### src/rtl/wash_run_sequencer.sv
// Washing-machine state controller: 7-state FSM plus the per-phase countdown word fed to the view stage.
// Latency 1 cycle from any input to state/msg; no backpressure, every input is sampled on every cp edge.
module wash_run_sequencer #(
  parameter int TICK_DIV     = 50_000_000,
  parameter int BEGIN_TICKS  = 2,
  parameter int FINISH_TICKS = 5
) (
  input  logic        cp,
  input  logic        rst_n,
  input  logic        power,
  input  logic        start_pause,
  input  logic        lid_open,
  input  logic [25:0] source,
  output logic [2:0]  state,
  output logic [25:0] msg,
  output logic        alarm,
  output logic        phase_done
);

  typedef enum logic [2:0] {
    st_shutdown = 3'd0,
    st_begin    = 3'd1,
    st_set      = 3'd2,
    st_run      = 3'd3,
    st_error    = 3'd4,
    st_pause    = 3'd5,
    st_finish   = 3'd6
  } st_t;

  localparam int CW   = (TICK_DIV > 2) ? $clog2(TICK_DIV) : 1;
  localparam int TMAX = (BEGIN_TICKS > FINISH_TICKS) ? BEGIN_TICKS : FINISH_TICKS;
  localparam int TW   = (TMAX > 1) ? $clog2(TMAX + 1) : 1;

  // Field layout, most significant (first phase) first.
  localparam int FLO [8] = '{23, 19, 16, 13, 10, 6, 3, 0};
  localparam int FW  [8] = '{3, 4, 3, 3, 3, 4, 3, 3};

  st_t           st;
  logic [CW-1:0] cnt;
  logic [TW-1:0] tcnt;
  logic          tick;
  logic [25:0]   dec_msg;
  logic          dec_zero;
  logic          found;
  logic [25:0]   fv;

  assign state = st;
  assign tick  = (cnt == CW'(TICK_DIV - 1));

  // Subtracting one at the LSB of a nonzero field can never borrow out of it.
  always_comb begin
    dec_msg  = msg;
    dec_zero = 1'b0;
    found    = 1'b0;
    fv       = '0;
    for (int i = 0; i < 8; i++) begin
      fv = (msg >> FLO[i]) & ((26'd1 << FW[i]) - 26'd1);
      if (!found && fv != 26'd0) begin
        found    = 1'b1;
        dec_msg  = msg - (26'd1 << FLO[i]);
        dec_zero = (fv == 26'd1);
      end
    end
  end

  always_ff @(posedge cp) begin
    if (!rst_n) begin
      st         <= st_shutdown;
      msg        <= '0;
      alarm      <= 1'b0;
      phase_done <= 1'b0;
      cnt        <= '0;
      tcnt       <= '0;
    end else begin
      phase_done <= 1'b0;
      if (power) begin
        st    <= (st == st_shutdown) ? st_begin : st_shutdown;
        msg   <= '0;
        alarm <= 1'b0;
        cnt   <= '0;
        tcnt  <= '0;
      end else begin
        case (st)
          st_shutdown: begin
            msg   <= '0;
            alarm <= 1'b0;
            cnt   <= '0;
            tcnt  <= '0;
          end
          st_begin: begin
            if (tick) begin
              cnt <= '0;
              if (tcnt == TW'(BEGIN_TICKS - 1)) begin
                st   <= st_set;
                tcnt <= '0;
              end else begin
                tcnt <= tcnt + TW'(1);
              end
            end else begin
              cnt <= cnt + CW'(1);
            end
          end
          st_set: begin
            cnt  <= '0;
            tcnt <= '0;
            if (start_pause && source != 26'd0 && !lid_open) begin
              st  <= st_run;
              msg <= source;
            end
          end
          st_run: begin
            // Leaving run freezes the partial tick count so a resume picks up where it stopped.
            if (lid_open) begin
              st    <= st_error;
              alarm <= 1'b1;
            end else if (start_pause) begin
              st <= st_pause;
            end else if (tick) begin
              cnt        <= '0;
              msg        <= dec_msg;
              phase_done <= dec_zero;
              if (dec_msg == 26'd0) begin
                st    <= st_finish;
                alarm <= 1'b1;
                tcnt  <= '0;
              end
            end else begin
              cnt <= cnt + CW'(1);
            end
          end
          st_pause: begin
            if (lid_open) begin
              st    <= st_error;
              alarm <= 1'b1;
            end else if (start_pause) begin
              st <= st_run;
            end
          end
          st_error: begin
            if (!lid_open) begin
              st    <= st_pause;
              alarm <= 1'b0;
            end
          end
          st_finish: begin
            if (tick) begin
              cnt <= '0;
              if (tcnt == TW'(FINISH_TICKS - 1)) begin
                st    <= st_shutdown;
                msg   <= '0;
                alarm <= 1'b0;
                tcnt  <= '0;
              end else begin
                tcnt <= tcnt + TW'(1);
              end
            end else begin
              cnt <= cnt + CW'(1);
            end
          end
          default: begin
            st    <= st_shutdown;
            msg   <= '0;
            alarm <= 1'b0;
            cnt   <= '0;
            tcnt  <= '0;
          end
        endcase
      end
    end
  end

endmodule

### config.mk
export PLATFORM = sky130hd
export DESIGN_NAME = wash_run_sequencer
export DESIGN_NICKNAME = d
export VERILOG_FILES = /design/src/rtl/wash_run_sequencer.sv
export SDC_FILE = /design/constraint.sdc
export NUM_CORES = 1
export LEC_CHECK = 0
export CAP_MARGIN = 10
export CORE_MARGIN = 2
export CORE_UTILIZATION = 55
export DETAILED_ROUTE_END_ITERATION = 12
export GPL_TIMING_DRIVEN = 1
export PLACE_DENSITY = 0.74
export SYNTH_ARGS = -nofsm -noshare
export SYNTH_HDL_FRONTEND = slang
export SYNTH_SLANG_ARGS = --single-unit
### constraint.sdc
create_clock -name cp -period 5.3 [get_ports cp]
set_input_delay 0.53 -clock cp [delete_from_list [all_inputs] [get_ports cp]]
set_output_delay 0.53 -clock cp [all_outputs]
set_load 0.02 [all_outputs]
After elaboration in Yosys (flattened, before gate mapping)

Cells that the tools add are included.

Add/sub/neg operators: 10
Equality and inequality tests: 40
Multiplexer cells: 67
Bitwise logic cells: 6
Reductions and logical operators: 39

Operators by type and width:

| operator                 | number |
|---|---|
| $mux W26                 | 17 |
| $reduce_bool A26 Y1      | 9 |
| $pmux W26 S4             | 1 |
| $pmux W26 S3             | 1 |
| $mux W3                  | 21 |
| $ne A3 B3 Y1 const B     | 9 |
| $add A26 B1 Y26 const B  | 1 |
| $eq A26 B26 Y1 const B   | 1 |
| $logic_not A26 Y1        | 1 |
| $sub A26 B1 Y26 const B  | 1 |
| $sub A26 B11 Y26 const B | 1 |
| $sub A26 B14 Y26 const B | 1 |
| $sub A26 B17 Y26 const B | 1 |
| $sub A26 B20 Y26 const B | 1 |
| $sub A26 B24 Y26 const B | 1 |
| $sub A26 B4 Y26 const B  | 1 |
| $sub A26 B7 Y26 const B  | 1 |
| $eq A3 B1 Y1 const B     | 8 |
| $mux W1                  | 24 |
| $ne A2 B2 Y1 const B     | 11 |
| $pmux W3 S7              | 1 |
| $reduce_and A7 Y1        | 2 |
| $eq A3 B3 Y1 const B     | 4 |
| $pmux W3 S4              | 1 |
| other kinds (16)         | 42 |

Register bits: 60
Word-level logic and storage cells: 168

Longest topological paths before layout

Word-level depth: 30
Gate-level depth with buffers: 16
Mapped depth without buffers: 13

Least setup slack after synthesis

No wires, ideal clock.

Path kind: register to register
Start: reg msg[11]
End: reg tcnt[0]
Arrival time: 3.905 ns
Setup slack: 1.324 ns
Stages on the path, launching flop included: 16
Cells stage by stage: dfxtp_1 clkbuf_1 inv_1 ha_1 ha_1 buf_6 or4b_1 and3_1 or4_1 o211ai_2 nand3_1 nor4_1 and4_4 a31oi_4 or4_1 a21oi_1

Longest elaborated chain between the ends: 15

RTL lines:

| item                                                                      | RTL line | source |
|---|---|---|
| start: declaration                                                        | 15       | `output logic [25:0] msg,` |
| start signal: assignment                                                  | 108      | `msg <= source;` |
| start signal: assignment                                                  | 120      | `msg <= dec_msg;` |
| parallel branches: the longest is 11 deep, another holds $sub A26 B24 Y26 | n/a      |  |
| $mux W26 *                                                                | 58       | `if (!found && fv != 26'd0) begin` |
| $logic_not A26 Y1 *                                                       | 122      | `if (dec_msg == 26'd0) begin` |
| $ne A2 B2 Y1 (no source line) *                                           | n/a      |  |
| $reduce_and A7 Y1 (no source line) *                                      | n/a      |  |
| end signal: assignment                                                    | 97       | `tcnt <= tcnt + TW'(1);` |
| end signal: assignment                                                    | 154      | `tcnt <= tcnt + TW'(1);` |
| end: declaration                                                          | 40       | `logic [TW-1:0] tcnt;` |

Mark *: on every way between the ends.
A chain may end at the register's enable or synchronous reset.

Worst setup path after layout

Start: reg msg[13]
End: reg tcnt[0]

Longest elaborated chain between the ends: 18

RTL lines:

| item                                                                      | RTL line |
|---|---|
| parallel branches: the longest is 14 deep, another holds $sub A26 B24 Y26 | n/a |
| $mux W26 *                                                                | 58 |
| $logic_not A26 Y1 *                                                       | 122 |
| $ne A2 B2 Y1 (no source line) *                                           | n/a |
| $reduce_and A7 Y1 (no source line) *                                      | n/a |

Marks and branches as above.

==> impl_metrics.ini <==
[outcome]
status = complete, no violations

[yosys]
yosysTopAreaCellShare_pct = 19.8
yosysSeqAreaShare_pct = 19.8
synth_area_per_cell_um2 = 7.15
syn_area_um2 = 6050
netlist_top_cells_count = nand2_1, nor2_1, a21oi_1
netlist_top_cells_area = dfxtp_1, a21oi_1, ha_1
synth_edf_count = 0
synth_most_common_cell = nand2_1
synth_cells = 847
synthDistinctLibCells = 88
synthArstFlopShare_pct = 0
synth_top_area_cell = dfxtp_1
yosysWarningCount = 0
synth_fp_nets = 906
ys_ff_latch = 60
synth_flop_cell = dfxtp_1

[flow_run]
maxCapViolCount = 0

[setup_path]
r2r_start = msg[13]
crit_required_ns = 5.59
worstPathCellList = buf_4 -> inv_1 -> ha_1 -> nor2b_1 -> nand4_4 -> nor4_1 -> o22ai_1 -> xnor2_1 -> nor4_1 -> and4_4 -> a31oi_4 -> or4_1 -> a21oi_1
crit_type = flop to flop
crit_path_start = msg[13]
critPathMaxFanout = 17
slowest_delay_ns = 0.78
rr_worst_depth = 13
crit_top_cell = nor4_1
cp-start-kind = flop
crit_slowest_cell = nor2b_1
arrival_ns = 5.09
endpoint_kind = flop

[sta]
timing.fmax_mhz = 208
slew_headroom_pct = 35.4
worst_pin_slew_ns = 0.965
slew_viol_final = 0
setup_slack_ns = 0.499
fin_crit_sh_pct = 90.6
rsz0062_at_grt = false
timing.hold.ws_ns = 0.486
fin_crit_ns = 4.80
setup_viol = 0
hold_violations = 0
setup_tns_ns = 0
skew_ns = 0.0192

[global_routing]
grt_pass1_vias = 6817
grt_max_degree = 35
grt_pass1_wl_um = 36700
overflow = 0
antenna_found_initial = 0
grt_usage_pct = 40.2

[detailed_routing]
drc = 0
via_per_inst = 7.05
vias = 7255
wirelength_um = 23700
drtIter0Drc = 855
firstDrtPassIters = 6
drtAntennaViolNets = 0
wl_per_cell_um = 23.0

[clocking]
root_buffer = clkbuf_8
numCtsBuffers = 9
cts.clk_slew.worst_paths_ns = 0.08
clock_sinks = 60
cts_max_path_buffers = 2
cts-resized-gates = 0
cts-htree-levels = 3
postCtsSetupBuffers = 0
cts_hold_buf = 0
clk-insertion-delay-late_ns = 0.37
cts_tree = yes

[cells_and_area]
post-route-cell-area_um2 = 6970
area_delta_synth_final_pct = 15.0
antenna_cells = 0
drive_gt1_share_pct = 8.21
num-nets-final = 943

[placed_design]
numPortBuffers = 61
place_congestion = 1.04
dpl_cell_area_um2 = 6770
dp_slack_ns = 0.673
dp_hpwl_um = 17900

[floorplan]
die_area_um2 = 11900
die_x_um = 109
start_util_pct = 56.1
ios = 62
num_rows = 38
core_area_um2 = 10800
die_y_um = 109

[power]
p_leak_uw = 0.00245
vdd_drop_max_uv = 198
powerDensity_nw_per_um2 = 139
finalPower_uw = 971

[hold_path]
hold_start = alarm
holdPathStages = 2
hp-class = flop to flop
-- per-layer routing --
layer / track usage [%] / share of wire [%] / vias to the layer above
met2: 63.3 / 45 / 535
li1: - / - / 3256
met3: 7.71 / 11 / 121
met5: 0 / 0 / -
met4: 25.3 / 6.3 / 0
met1: 50.1 / 37 / 3343
-- kinds of logic (layout without fill, tap and decap cells) --
| group | after synthesis | count (layout) | synth area share (%) |
|---|---|---|---|
| flip-flops | 60 | 60 | 19.8 |
| XOR/XNOR | 33 | 33 | 4.77 |
| buffers and inverters | 88 | 130 | 6.10 |
| multiplexers | 6 | 6 | 0.992 |
| AO/OA/AOI/OAI | 237 | 237 | 26.0 |
| AND/OR/NAND/NOR | 395 | 395 | 36.6 |
| adder cells (fa/ha/maj) | 28 | 28 | 5.79 |
-- worst paths after layout --
| path | end | slack, ns |
|---|---|---|
| hold reg to reg | alarm | 0.49 |
| setup / recovery | tcnt[0] | 0.50 |
| hold / removal | alarm | 0.49 |
| setup reg to reg | tcnt[0] | 0.50 |
-- worst max-delay path, delay by kind of cell (launching register included) --
family / cells / cell delay, ns
xor gates and xnor gates: 1 / 0.20
AOI/OAI and AO/OA: 3 / 0.47
DFF: 1 / 0.30
adders and majority gates: 1 / 0.46
and+or+nand+nor: 6 / 2.97
buffers and inverters: 2 / 0.32
-- state kept, by name (all words and copies together), names as in the netlist --
name,cells
phase_done,1
tcnt,3
state,3
msg,26
alarm,1
cnt,26
-- through the flow --
| stage | util, % | cells |
|---|---|---|
| 3_3_place_gp | 62.7 | 1013 |
| 6_report | 64.5 | 1029 |
| 5_1_grt | 64.5 | 1029 |
| 2_1_floorplan | - | 847 |
| 3_5_place_dp | 62.7 | 1013 |
| 4_1_cts | 64.5 | 1029 |
-- cell usage in the layout, fill, tap and decap left out, types with 4 or more instances in the layout --
master           count
o22ai_1              4
a22oi_1              8
nand3_1             47
and4_1               5
dfxtp_1             60
nor4_1              22
nand3b_1             7
nand4_1             21
nor3b_1              5
ha_1                28
or4_1                7
a31oi_1             12
o211ai_1            11
clkbuf_8             9
or3b_2               4
o21ai_0             43
o311ai_1             4
xnor2_1             18
o2111ai_1            4
a211o_1              4
or3b_1               4
and3_1              10
o41ai_1              4
a22o_1               5
or2_2                4
inv_1               28
buf_4               24
a211oi_1            12
nand2b_1            14
nor2_1              79
nand2_1             84
xor2_1              15
clkdlybuf4s50_1     61
or3_1                7
o31ai_1              9
a21oi_1             75
nor4b_1              5
mux2i_1              6
nor3_1              27
nor2b_1             12
-- power breakdown --
part,switching [µW],internal (µW),leakage [µW]
Clock,213,219,0.0000958
Combinational,48.8,34.5,0.00187
Sequential,3.42,452,0.000483
-- final cells by class --
type                    instances  area, µm²
repair buffers                 85        791
multi-input cells             699       4490
well taps                     140        175
clock inverters                 7       76.3
clock buffers                   9        124
flip-flops and latches         60       1200
inverters                      29        109
fillers                       921       3830
(Power assumes the default switching activity.)
